### src/rtl/mem_arbiter.sv
// mem_arbiter: shares one RAM port between instruction fetch and data memory.
// Data requests normally win. A starvation counter forces an instruction grant
// after STARVE_MAX consecutive data grants made while a fetch was waiting.
// Only the grant state and the starvation counter are registered. Every RAM
// output and every wait is decoded combinationally from them.

module mem_arbiter #(
  parameter int STARVE_MAX = 4
) (
  input  logic        CLK,
  input  logic        nRST,
  // instruction side
  input  logic        iREN,
  input  logic [31:0] iaddr,
  output logic        iwait,
  output logic [31:0] iload,
  // data side
  input  logic        dREN,
  input  logic        dWEN,
  input  logic [31:0] daddr,
  input  logic [31:0] dstore,
  output logic        dwait,
  output logic [31:0] dload,
  // ram side
  output logic        ramREN,
  output logic        ramWEN,
  output logic [31:0] ramaddr,
  output logic [31:0] ramstore,
  input  logic [31:0] ramload,
  input  logic [1:0]  ramstate
);

  localparam int SW = $clog2(STARVE_MAX + 1);
  localparam logic [SW-1:0] SMAX = SW'(STARVE_MAX);

  // Encoding matches ramstate_t in cpu_types_pkg.
  typedef enum logic [1:0] {FREE, BUSY, ACCESS, ERROR} ramstate_t;
  typedef enum logic [1:0] {IDLE, IGNT, DGNT} state_t;

  state_t        state, nstate;
  logic [SW-1:0] scnt, nscnt;
  ramstate_t     rstat;

  logic dreq;
  logic ireq;
  logic ramdone;
  logic ramerr;
  logic starved;
  logic ddone;
  logic idone;
  logic ddrop;
  logic idrop;

  assign rstat   = ramstate_t'(ramstate);
  assign dreq    = dREN | dWEN;
  assign ireq    = iREN;
  assign ramdone = (rstat == ACCESS);
  assign ramerr  = (rstat == ERROR);
  assign starved = (scnt == SMAX);

  // A completion is reported only while the granted requester is still asking.
  // If the requester drops its enables, the grant is abandoned and no
  // completion is reported.
  assign ddone = (state == DGNT) & dreq & ramdone;
  assign idone = (state == IGNT) & ireq & ramdone;
  assign ddrop = (state == DGNT) & ~dreq;
  assign idrop = (state == IGNT) & ~ireq;

  // State and starvation counter. Reset returns to IDLE at once, which pulls
  // the RAM enables low without waiting for a clock edge.
  always_ff @(posedge CLK or negedge nRST) begin
    if (!nRST) begin
      state <= IDLE;
      scnt  <= '0;
    end else begin
      state <= nstate;
      scnt  <= nscnt;
    end
  end

  // Next grant. Each grant runs until completion, error or requester drop and
  // then always passes through IDLE, so one access takes at least two cycles.
  always_comb begin
    nstate = state;
    unique case (state)
      IDLE: begin
        if (dreq && ireq && starved) begin
          nstate = IGNT;
        end else if (dreq) begin
          nstate = DGNT;
        end else if (ireq) begin
          nstate = IGNT;
        end else begin
          nstate = IDLE;
        end
      end
      DGNT: begin
        if (ddrop || ramdone || ramerr) begin
          nstate = IDLE;
        end
      end
      IGNT: begin
        if (idrop || ramdone || ramerr) begin
          nstate = IDLE;
        end
      end
      default: nstate = IDLE;
    endcase
  end

  // The counter counts data completions that happened while a fetch was
  // pending. It saturates at STARVE_MAX. A fetch completion clears it, and so
  // does a data completion with no fetch waiting. Errors and drops leave it
  // unchanged.
  always_comb begin
    nscnt = scnt;
    if (ddone) begin
      if (ireq) begin
        nscnt = starved ? scnt : scnt + 1'b1;
      end else begin
        nscnt = '0;
      end
    end else if (idone) begin
      nscnt = '0;
    end
  end

  // RAM port and waits decoded from the current grant. When both data enables
  // are high, the write wins.
  always_comb begin
    ramREN   = 1'b0;
    ramWEN   = 1'b0;
    ramaddr  = '0;
    ramstore = '0;
    iwait    = 1'b1;
    dwait    = 1'b1;
    unique case (state)
      DGNT: begin
        ramaddr  = daddr;
        ramstore = dstore;
        ramWEN   = dWEN;
        ramREN   = dREN & ~dWEN;
        dwait    = ~ddone;
      end
      IGNT: begin
        ramaddr  = iaddr;
        ramREN   = iREN;
        iwait    = ~idone;
      end
      default: begin
        ramREN   = 1'b0;
        ramWEN   = 1'b0;
      end
    endcase
  end

  // Read data goes straight through to both sides. It is meaningful only in
  // the owner's completion cycle.
  assign iload = ramload;
  assign dload = ramload;

endmodule

### config.mk
export PLATFORM = sky130hd
export DESIGN_NAME = mem_arbiter
export DESIGN_NICKNAME = d
export VERILOG_FILES = /design/src/rtl/mem_arbiter.sv
export SDC_FILE = /design/constraint.sdc
export NUM_CORES = 1
export LEC_CHECK = 0
export CORE_AREA = 4 4 102 104
export CTS_CLUSTER_DIAMETER = 200
export DETAILED_ROUTE_END_ITERATION = 10
export DIE_AREA = 0 0 106 108
export GPL_TIMING_DRIVEN = 0
export PLACE_DENSITY_LB_ADDON = 0.2
export RECOVER_POWER = 25
export SLEW_MARGIN = 0
export SYNTH_ARGS = -nofsm -noshare
export SYNTH_HDL_FRONTEND = slang
export SYNTH_SLANG_ARGS = --single-unit
### constraint.sdc
create_clock -name CLK -period 2.39 [get_ports CLK]
set_input_delay 0.717 -clock CLK [delete_from_list [all_inputs] [get_ports CLK]]
set_output_delay 0.717 -clock CLK [all_outputs]
set_load 0.05 [all_outputs]
==> metrics <==
XOR/XNOR share of the synthesized area 0; routed vias 2380; PD cells just over 1000 nW/µm²; WL per Instance 15.4 µm; Hold Path Class reg2reg; Power, Total 4410 µW; average size of a mapped cell 7.31 µm²; Die Wd between 100 and 150 µm; multiplexer share of the synthesized area 0.00691; ant diodes 0; Slew HR 0.647; flops & latches, synth 5; cts-stage hold buffer count 0; Leakage 0.00188 µW; Hold Vio Cnt, Final 0; Starting Density 0.171; DR iter-0 viols 43; total negative slack 0 ns; status complete, no violations; fmax 425 MHz; simple-gate share of the synthesized area 0.321; via/cell ratio 3.97; Routed WL 9.22 mm; first drt pass iteration count 4; largest net degree at the start of global routing 11; global route total overflow 0; CTS Buffer Depth 2; CTS clk-pin slew, worst paths 0.04 ns; clock latency on the worst-skew pair 0.22 ns; DRC 0; Final Max Tran Viols 0; crit path kind in2out; compound-cell area share of the yosys netlist 0.201; CTS tree built; final non-filler cell total 600; initial antenna violation count 0; Synth cell types 29; CTS buffer count 3; area growth from synthesis to layout 166%; Clock Root Buffer clkbuf_8; CP required 1.67 ns; Routed Antenna Nets 0; CP Data Arrival Time between 1.5 and 2 ns; RSZ-0062 raised after global routing yes; GRT Overall Usage 0.144; MaxCap Viol Count 0; Inst Count DP 590; Final setup viols 0; Synth Instances 223; vias in the first global route 2486; Die ar. 11400 µm²; IO buf count 234; Ports 267; first-pass GRT wire length 13.3 mm; Max FO, Critical Path 10; utilization after layout 0.454; Final period util 0.985; die height 108 µm; Seq/Total Area, Yosys 0.0768; Core Region 9550 µm²; ratio of cells with drive above 1 in the final layout 0.448; Rows 36; fin crit period 2.35 ns; CTS sink cnt 5; Mapped Nets 363; Worst VDD drop ~380 µV; htree depth 1; Tightest Pin Transition 0.527 ns; hpwl dp 7.97 mm; YS warnings 0; Worst setup SP type input pin; Worst Skew 0.00206 ns; Routability Congestion 0.816; Crit. End Element output pin; nets@finish about 610; Post-Syn Area 1630 µm²; Synth Area in Adders 0.0384; combinational family with the most area after synthesis buffers and inverters
placed cells by master (no fill, tap or decap), types with 2 or more instances in the layout:
| cell | count |
|---|---|
| a22oi_1 | 21 |
| a21oi_1 | 3 |
| nand4_1 | 3 |
| a22oi_2 | 12 |
| nand3_1 | 5 |
| inv_2 | 3 |
| ha_4 | 2 |
| nor2b_2 | 29 |
| nand2_1 | 4 |
| buf_8 | 5 |
| clkbuf_8 | 5 |
| o21ai_0 | 4 |
| inv_1 | 3 |
| buf_6 | 15 |
| dlygate4sd2_1 | 4 |
| nor2b_1 | 3 |
| clkbuf_4 | 5 |
| ha_1 | 3 |
| and2_1 | 33 |
| clkdlybuf4s50_1 | 161 |
| buf_2 | 5 |
| buf_4 | 121 |
| dfrtp_1 | 5 |
cells in the mapped netlist (all sizes together):
| cell | instances | area, µm² |
|---|---|---|
| nand4 | 4 | 31.3 |
| and2b | 1 | 7.51 |
| nand3b | 1 | 7.51 |
| nor2 | 1 | 3.75 |
| clkbuf | 6 | 26.3 |
| a22oi | 33 | 253 |
| and2 | 33 | 206 |
| a21boi | 1 | 7.51 |
| o21ai | 5 | 36.3 |
| nand3 | 5 | 25.0 |
| buf | 73 | 531 |
| nand2 | 5 | 18.8 |
| a21oi | 3 | 18.8 |
| o211ai | 1 | 12.5 |
| dfrtp | 5 | 125 |
| inv | 6 | 22.5 |
| ha | 5 | 62.6 |
| mux2 | 1 | 11.3 |
| nor2b | 33 | 214 |
| nand4b | 1 | 8.76 |
path summary, 6_finish.rpt:
path | endpoint | slack (ns) | start | cells past startpoint
worst max register to register | state[1] | 0.68 | state[0] | 7
min in group asynchronous | state[1] | 0.78 | nRST | 1
worst min register to register | state[1] | 0.54 | state[1] | 1
worst max-delay path | iwait | 0.04 | iREN | 4
worst min-delay path | state[1] | 0.54 | state[1] | 1
max in group asynchronous | scnt[1] | 1.42 | nRST | 1
area by class of cell:
type / count / area, µm²
fill: 984 / 5210
timing repair buffer: 240 / 2260
multi-input combinational: 133 / 1080
buffer: 79 / 642
tap: 133 / 166
sequential: 5 / 125
clock buffer: 4 / 45.0
inverter: 6 / 22.5
through the flow:
step	worst slack [ns]	hold slack [ns]	area [µm²]
after floorplan	0.00360	0.421	1710
after global placement	-0.791	0.518	4210
after detailed placement	-0.790	0.524	4210
after CTS	0.000228	0.528	4200
after global routing	-0.0410	0.575	4340
final	0.0354	0.542	4340
power by group:
part	internal, µW	switching (µW)
combinational	1610	2480
clock	114	41.5
sequential	125	36.9
total	1850	2560
logic make-up after synthesis:
group | Yosys count
mux | 1
fa+ha+maj | 5
simple gates | 84
flops | 5
compound gates | 43
buf+inv | 85
critical path: stages:
cell and delay [ns]:
clkdlybuf4s50_1 0.51, buf_6 0.15, nand3_1 0.07, buf_4 0.19
state kept, by name (all words and copies together) (netlist names):
register / cells
state: 2
scnt: 3
timing repair:
action / in CTS / in global routing
pin swaps: 1 / 2
setup buffers: 5 / 1
hold endpoints to repair: 0 / 0
endpoints found under the setup margin: 68 / 64
resized for setup: 433 / 42
per-layer routing:
| metal | GRT usage | vias up | part of all wire |
|---|---|---|---|
| met5 | 0 | - | 0 |
| met4 | 0.0167 | 0 | 0.0031 |
| met3 | 0.0406 | 3 | 0.089 |
| met2 | 0.285 | 133 | 0.55 |
| met1 | 0.156 | 1075 | 0.36 |
| li1 | - | 1169 | - |
(Power assumes the default switching activity.)
